<file path="src/rtl/rfphoenix_memreq_responder.sv">
// rfphoenix_memreq_responder
// Far end of the core's memory request/response queue pair. Accepts one load/store
// request at a time, runs it as 128-bit classic bus cycles (four beats for a vector),
// then pushes a tagged response {rid, step, result, error} into a show-ahead FIFO.
//
// Ports
//   clk_i, rst_i        clock, asynchronous active-high reset
//   req_*               request handshake and payload (func, size, address, data, tags)
//   cyc_o .. dat_o      bus master outputs (16-byte aligned address, lane selects)
//   ack_i, err_i, dat_i bus slave response
//   resp_*              FIFO head (valid/empty/fields) and pop strobe
module rfphoenix_memreq_responder #(
  parameter int unsigned RESP_DEPTH = 4
) (
  input  logic         clk_i,
  input  logic         rst_i,
  input  logic         req_v_i,
  output logic         req_rdy_o,
  input  logic [1:0]   req_func_i,
  input  logic [1:0]   req_sz_i,
  input  logic [31:0]  req_adr_i,
  input  logic [511:0] req_dat_i,
  input  logic [3:0]   req_rid_i,
  input  logic [3:0]   req_step_i,
  output logic         cyc_o,
  output logic         stb_o,
  output logic         we_o,
  output logic [15:0]  sel_o,
  output logic [31:0]  adr_o,
  output logic [127:0] dat_o,
  input  logic         ack_i,
  input  logic         err_i,
  input  logic [127:0] dat_i,
  output logic         resp_v_o,
  output logic         resp_empty_o,
  input  logic         resp_rd_i,
  output logic [3:0]   resp_rid_o,
  output logic [3:0]   resp_step_o,
  output logic [511:0] resp_res_o,
  output logic         resp_err_o
);

  localparam int unsigned PtrW = $clog2(RESP_DEPTH);
  localparam int unsigned CntW = PtrW + 1;

  localparam logic [1:0] FuncLoad  = 2'd0;
  localparam logic [1:0] FuncStore = 2'd2;
  localparam logic [1:0] FuncRsvd  = 2'd3;
  localparam logic [1:0] SzByte    = 2'd0;
  localparam logic [1:0] SzWyde    = 2'd1;
  localparam logic [1:0] SzTetra   = 2'd2;
  localparam logic [1:0] SzVect    = 2'd3;

  // StGap holds the bus idle for one cycle between vector beats.
  typedef enum logic [1:0] {StIdle, StBus, StGap, StPush} state_e;

  state_e         state_q, state_d;
  logic [1:0]     beat_q, beat_d;
  logic [1:0]     func_q, func_d;
  logic [1:0]     sz_q, sz_d;
  logic [31:0]    adr_q, adr_d;
  logic [511:0]   dat_q, dat_d;
  logic [3:0]     rid_q, rid_d;
  logic [3:0]     step_q, step_d;
  logic [511:0]   res_q, res_d;
  logic           err_q, err_d;

  // Response FIFO
  logic [3:0]     mem_rid  [RESP_DEPTH];
  logic [3:0]     mem_step [RESP_DEPTH];
  logic [511:0]   mem_res  [RESP_DEPTH];
  logic           mem_err  [RESP_DEPTH];
  logic [PtrW-1:0] wr_ptr_q, rd_ptr_q;
  logic [CntW-1:0] cnt_q;
  logic           push, pop, empty;

  logic           misaligned;
  logic [6:0]     shamt;
  logic [31:0]    lane;
  logic [31:0]    scalar_res;
  logic [15:0]    sel_raw;
  logic [127:0]   dat_raw;

  assign empty     = (cnt_q == '0);
  assign req_rdy_o = (state_q == StIdle) && (cnt_q < CntW'(RESP_DEPTH));
  assign push      = (state_q == StPush);
  assign pop       = resp_rd_i && !empty;

  always_comb begin
    misaligned = 1'b0;
    case (req_sz_i)
      SzWyde:  misaligned = req_adr_i[0];
      SzTetra: misaligned = |req_adr_i[1:0];
      SzVect:  misaligned = |req_adr_i[3:0];
      default: misaligned = 1'b0;
    endcase
  end

  // Lane extraction for scalar loads.
  assign shamt = {adr_q[3:0], 3'b000};
  assign lane  = 32'(dat_i >> shamt);

  always_comb begin
    scalar_res = '0;
    case (sz_q)
      SzByte:  scalar_res = (func_q == FuncLoad) ? {{24{lane[7]}}, lane[7:0]}
                                                 : {24'b0, lane[7:0]};
      SzWyde:  scalar_res = (func_q == FuncLoad) ? {{16{lane[15]}}, lane[15:0]}
                                                 : {16'b0, lane[15:0]};
      default: scalar_res = lane;
    endcase
  end

  always_comb begin
    sel_raw = 16'hFFFF;
    dat_raw = dat_q[{beat_q, 7'b0} +: 128];
    case (sz_q)
      SzByte:  begin sel_raw = 16'h0001 << adr_q[3:0]; dat_raw = {16{dat_q[7:0]}};  end
      SzWyde:  begin sel_raw = 16'h0003 << adr_q[3:0]; dat_raw = {8{dat_q[15:0]}};  end
      SzTetra: begin sel_raw = 16'h000F << adr_q[3:0]; dat_raw = {4{dat_q[31:0]}};  end
      default: ;
    endcase
  end

  // Bus outputs are zero outside an active cycle.
  assign cyc_o = (state_q == StBus);
  assign stb_o = cyc_o;
  assign we_o  = cyc_o && (func_q == FuncStore);
  assign sel_o = cyc_o ? sel_raw : '0;
  assign adr_o = cyc_o ? {adr_q[31:4] + 28'(beat_q), 4'h0} : '0;
  assign dat_o = cyc_o ? dat_raw : '0;

  always_comb begin
    state_d = state_q;
    beat_d  = beat_q;
    func_d  = func_q;
    sz_d    = sz_q;
    adr_d   = adr_q;
    dat_d   = dat_q;
    rid_d   = rid_q;
    step_d  = step_q;
    res_d   = res_q;
    err_d   = err_q;
    unique case (state_q)
      StIdle: begin
        if (req_v_i && req_rdy_o) begin
          func_d = req_func_i;
          sz_d   = req_sz_i;
          adr_d  = req_adr_i;
          dat_d  = req_dat_i;
          rid_d  = req_rid_i;
          step_d = req_step_i;
          beat_d = '0;
          res_d  = '0;
          err_d  = 1'b0;
          if (misaligned || req_func_i == FuncRsvd) begin
            err_d   = 1'b1;
            state_d = StPush;
          end else begin
            state_d = StBus;
          end
        end
      end
      StBus: begin
        if (err_i) begin
          // Error wins over ack and abandons any remaining beats.
          err_d   = 1'b1;
          state_d = StPush;
        end else if (ack_i) begin
          if (func_q != FuncStore) begin
            if (sz_q == SzVect) res_d[{beat_q, 7'b0} +: 128] = dat_i;
            else                res_d = {480'b0, scalar_res};
          end
          if (sz_q == SzVect && beat_q != 2'd3) begin
            beat_d  = beat_q + 2'd1;
            state_d = StGap;
          end else begin
            state_d = StPush;
          end
        end
      end
      StGap:   state_d = StBus;
      StPush:  state_d = StIdle;
      default: state_d = StIdle;
    endcase
  end

  always_ff @(posedge clk_i or posedge rst_i) begin
    if (rst_i) begin
      state_q <= StIdle;
      beat_q  <= '0;
      func_q  <= '0;
      sz_q    <= '0;
      adr_q   <= '0;
      dat_q   <= '0;
      rid_q   <= '0;
      step_q  <= '0;
      res_q   <= '0;
      err_q   <= 1'b0;
    end else begin
      state_q <= state_d;
      beat_q  <= beat_d;
      func_q  <= func_d;
      sz_q    <= sz_d;
      adr_q   <= adr_d;
      dat_q   <= dat_d;
      rid_q   <= rid_d;
      step_q  <= step_d;
      res_q   <= res_d;
      err_q   <= err_d;
    end
  end

  // FIFO storage needs no reset; pointers and count define validity.
  always_ff @(posedge clk_i) begin
    if (push) begin
      mem_rid[wr_ptr_q]  <= rid_q;
      mem_step[wr_ptr_q] <= step_q;
      mem_res[wr_ptr_q]  <= res_q;
      mem_err[wr_ptr_q]  <= err_q;
    end
  end

  always_ff @(posedge clk_i or posedge rst_i) begin
    if (rst_i) begin
      wr_ptr_q <= '0;
      rd_ptr_q <= '0;
      cnt_q    <= '0;
    end else begin
      if (push) wr_ptr_q <= wr_ptr_q + PtrW'(1);
      if (pop)  rd_ptr_q <= rd_ptr_q + PtrW'(1);
      case ({push, pop})
        2'b10:   cnt_q <= cnt_q + CntW'(1);
        2'b01:   cnt_q <= cnt_q - CntW'(1);
        default: cnt_q <= cnt_q;
      endcase
    end
  end

  assign resp_empty_o = empty;
  assign resp_v_o     = !empty;
  assign resp_rid_o   = empty ? '0 : mem_rid[rd_ptr_q];
  assign resp_step_o  = empty ? '0 : mem_step[rd_ptr_q];
  assign resp_res_o   = empty ? '0 : mem_res[rd_ptr_q];
  assign resp_err_o   = empty ? 1'b0 : mem_err[rd_ptr_q];

endmodule

</file>
<file path="config.mk">
export PLATFORM = sky130hd
export DESIGN_NAME = rfphoenix_memreq_responder
export DESIGN_NICKNAME = d
export VERILOG_FILES = /design/src/rtl/rfphoenix_memreq_responder.sv
export SDC_FILE = /design/constraint.sdc
export NUM_CORES = 2
export LEC_CHECK = 0
export ABC_AREA = 1
export CORE_AREA = 2 2 546 548
export CTS_CLUSTER_SIZE = 40
export DETAILED_ROUTE_END_ITERATION = 16
export DIE_AREA = 0 0 548 550
export PLACE_DENSITY_LB_ADDON = 0.2
export SYNTH_ARGS = -nofsm -noshare
export SYNTH_HDL_FRONTEND = slang
export SYNTH_SLANG_ARGS = --single-unit
</file>
<file path="constraint.sdc">
create_clock -name clk_i -period 64.2 [get_ports clk_i]
set_input_delay 6.42 -clock clk_i [delete_from_list [all_inputs] [get_ports clk_i]]
set_output_delay 6.42 -clock clk_i [all_outputs]
set_load 0.02 [all_outputs]
</file>
==> impl_metrics.env <==
export IMPL_initial_utilization_pct=44.5
export IMPL_fin_skew_ns=0.0543
export IMPL_nets=13600
export IMPL_fin_tns_setup_ns=0
export IMPL_setup_viol_count_final=0
export IMPL_r2r_start="state_q[0]"
export IMPL_cts_buffers=332
export IMPL_netlist_instances=11900
export IMPL_ys_async_sr_fraction_pct=34.1
export IMPL_criticalPathCategory="flop to output port"
export IMPL_reg2reg_depth=7
export IMPL_slew_headroom_pct=15.6
export IMPL_status="completed"
export IMPL_postCtsHoldBufs=0
export IMPL_timing_critical_path_mode_cell="buf_4"
export IMPL_drt_pre_antenna_iters=6
export IMPL_syn_to_final_growth_pct=21.7
export IMPL_holdCritStartpoint="res_q[24]"
export IMPL_grt_pass1_vias=93500
export IMPL_final_core_util_pct=54.1
export IMPL_place_gp_congestion=0.931
export IMPL_cts_htree_levels=5
export IMPL_drive_gt1_share_pct=9.18
export IMPL_grt_pass1_wl_mm=694
export IMPL_numClockSinks=3164
export IMPL_io_pins=1393
export IMPL_critPathLaunchType="flop"
export IMPL_num_rows=200
export IMPL_synth_distinct_cells=44
export IMPL_critPathTopFamily="buffers and inverters"
export IMPL_cp_required_ns=57.78
export IMPL_cts_tree="yes"
export IMPL_hp_class="flop to flop"
export IMPL_cp_end_kind="output port"
export IMPL_dieArea_um2=301000
export IMPL_synth_flop_cell="edfxtp_1"
export IMPL_crit_slowest_cell="buf_4"
export IMPL_hold_depth=0
export IMPL_ys_seq_area_share_pct=68.2
export IMPL_ys_ff_latch=3164
export IMPL_clk_latency_ns=0.92
export IMPL_portBuffers=1388
export IMPL_synth_area_um2=131000
export IMPL_avgSynthCellArea_um2=11.1
export IMPL_max_freq_mhz=68.6
export IMPL_finalCriticalPeriod_ns=14.58
export IMPL_grt_max_degree=261
export IMPL_grtUsageTotal_pct=32.1
export IMPL_dp_hpwl_mm=330
export IMPL_wirelength_mm=500
export IMPL_antenna_found_initial=163
export IMPL_whs_ns=0.499
export IMPL_synth_edf_count=2084
export IMPL_worstReg2RegEnd="mem_res[0][428]"
export IMPL_maxCapViolCount=0
export IMPL_wl_per_cell_um=29.0
export IMPL_period_share_pct=22.7
export IMPL_cts_root_buffer="clkbuf_16"
export IMPL_via_per_inst=5.73
export IMPL_drv_slew=0
export IMPL_clkTransAtPathRegs_ns=0.06
export IMPL_min_to="mem_res[2][24]"
export IMPL_worst_path_buf_inv=7
export IMPL_crit_chain="buf_4 > buf_4 > buf_4 > buf_4 > buf_4 > buf_4 > nor2_1 > nor2_1 > o21ai_0 > a21oi_1 > clkdlybuf4s50_1"
export IMPL_crit_cells=11
export IMPL_drtIter0Drc=11500
export IMPL_hold_viol=0
export IMPL_leakage_nw=59.8
export IMPL_coreArea_um2=296000
export IMPL_fp_dieH_um=550
export IMPL_cp_max_fo=90
export IMPL_p_per_area_nw_per_um2=54.9
export IMPL_yosys_warnings=0
export IMPL_crit_path_max_incr_delay_ns=0.90
export IMPL_reg2reg_setup_slack_ns=58.54
export IMPL_drc=0
export IMPL_arrival_ns=8.16
export IMPL_rsz0062_at_grt="false"
export IMPL_vdd_ir_drop_max_v=0.0000598
export IMPL_grt_remaining_overflow=0
export IMPL_ant_nets=0
export IMPL_postCtsSetupRepairBufs=0
export IMPL_vias=98700
export IMPL_ctsLongestPathBuffers=4
export IMPL_worst_pin_slew_ns=1.27
export IMPL_cts_resized_gates=0
export IMPL_die_x_um=548
==> routing by layer <==
| layer | track usage (%) | share of wire [%] | vias to the layer above |
|---|---|---|---|
| met5 | 0 | 0.027 | - |
| met4 | 24.8 | 8.3 | 20 |
| met3 | 5.41 | 8.0 | 1106 |
| met2 | 49.3 | 46 | 5028 |
| met1 | 40.9 | 38 | 49000 |
| li1 | - | - | 43500 |
==> state kept, by name, summed over array words and instances (netlist names), 3 cells and up <==
signal	cells
cnt_q	3
mem_step	16
mem_err	4
adr_q	32
rid_q	4
mem_rid	16
mem_res	2048
dat_q	512
step_q	4
res_q	512
==> logic make-up after synthesis <==
group / after synthesis / synth area share (%)
compound gates: 2897 / 12.0
fa+ha+maj: 17 / 0.173
buf+inv: 1126 / 3.36
simple gates: 4171 / 12.1
xor+xnor: 13 / 0.0867
mux: 474 / 4.06
flops: 3164 / 68.2
other cells: 1 / 0.00285
==> area by class of cell <==
class / instances / area, µm²
diodes: 99 / 248
clock inverters: 158 / 1890
fillers: 25100 / 136000
multi-input cells: 7576 / 37500
inverters: 278 / 1090
clock buffers: 455 / 9240
flip-flops and latches: 3164 / 89600
repair buffers: 1563 / 15400
well taps: 3939 / 4930
==> power by group <==
group | internal, W | leakage, nW | switching (W)
Combinational | 0.00128 | 21.0 | 0.00271
Sequential | 0.00264 | 33.4 | 0.000197
Clock | 0.00114 | 5.45 | 0.000823
==> synth_stat cells, drive strengths merged (15+ instances only) <==
| master | n | area [µm²] |
|---|---|---|
| a31oi | 121 | 757 |
| o21ai | 1641 | 8220 |
| mux2 | 474 | 5340 |
| nor2 | 2713 | 10200 |
| o31ai | 315 | 2360 |
| ha | 15 | 188 |
| nand2 | 1294 | 4860 |
| nor3 | 21 | 126 |
| buf | 211 | 977 |
| edfxtp | 2084 | 62600 |
| dfrtp | 1080 | 27000 |
| clkbuf | 637 | 2390 |
| o211ai | 82 | 616 |
| nand3 | 121 | 606 |
| a21oi | 699 | 3500 |
| o221ai | 18 | 158 |
| inv | 274 | 1030 |
==> metrics by stage <==
step,std cells,power (W),cell area (µm²),setup WS (ns)
global placement,16500,0.00678,149000,50.92
global route,17200,0.00913,160000,49.26
floorplan,11900,0.00513,131000,27.38
CTS,17100,0.00879,160000,49.74
detailed placement,16500,0.00682,149000,50.78
finish,17200,0.00878,160000,49.62
==> cells in the final DEF, fill, tap and decap left out, types with 6 or more instances in the layout <==
master | netlist | routed
a21oi_1 | 699 | 699
a31oi_1 | 121 | 121
buf_12 | 0 | 14
buf_4 | 5 | 161
bufinv_16 | 0 | 30
clkbuf_1 | 637 | 79
clkbuf_16 | 0 | 335
clkbuf_8 | 0 | 41
clkdlybuf4s50_1 | 0 | 1388
clkinv_1 | 4 | 30
clkinv_16 | 0 | 6
clkinv_2 | 0 | 56
clkinv_8 | 0 | 7
clkinvlp_4 | 0 | 7
dfrtp_1 | 1080 | 1074
dfrtp_4 | 0 | 6
diode_2 | 0 | 99
edfxtp_1 | 2084 | 2084
ha_1 | 15 | 13
inv_1 | 260 | 258
inv_2 | 14 | 10
inv_6 | 0 | 14
mux2_2 | 474 | 474
nand2_1 | 1293 | 1290
nand3_1 | 121 | 120
nand4_1 | 9 | 9
nor2_1 | 2711 | 2703
nor3_1 | 18 | 17
o2111ai_1 | 8 | 8
o211ai_1 | 82 | 82
o21ai_0 | 1619 | 1618
o21ai_1 | 21 | 19
o221ai_1 | 18 | 18
o22ai_1 | 6 | 6
o31ai_1 | 315 | 315
or2_2 | 7 | 7
xnor2_1 | 6 | 6
xor2_1 | 7 | 7
==> worst max path at each step <==
| stage | startpoint | to | slack, ns |
|---|---|---|---|
| CTS | rd_ptr_q[0] | resp_res_o[317] | 49.74 |
| finish | rd_ptr_q[0] | resp_res_o[317] | 49.62 |
| global placement | rd_ptr_q[0] | resp_res_o[52] | 50.92 |
| detailed placement | rd_ptr_q[0] | resp_res_o[317] | 50.78 |
| floorplan | rst_i | adr_q[0] | 27.38 |
| global route | rd_ptr_q[0] | resp_res_o[436] | 49.26 |
No activity file was read; power rests on OpenSTA's default activity.
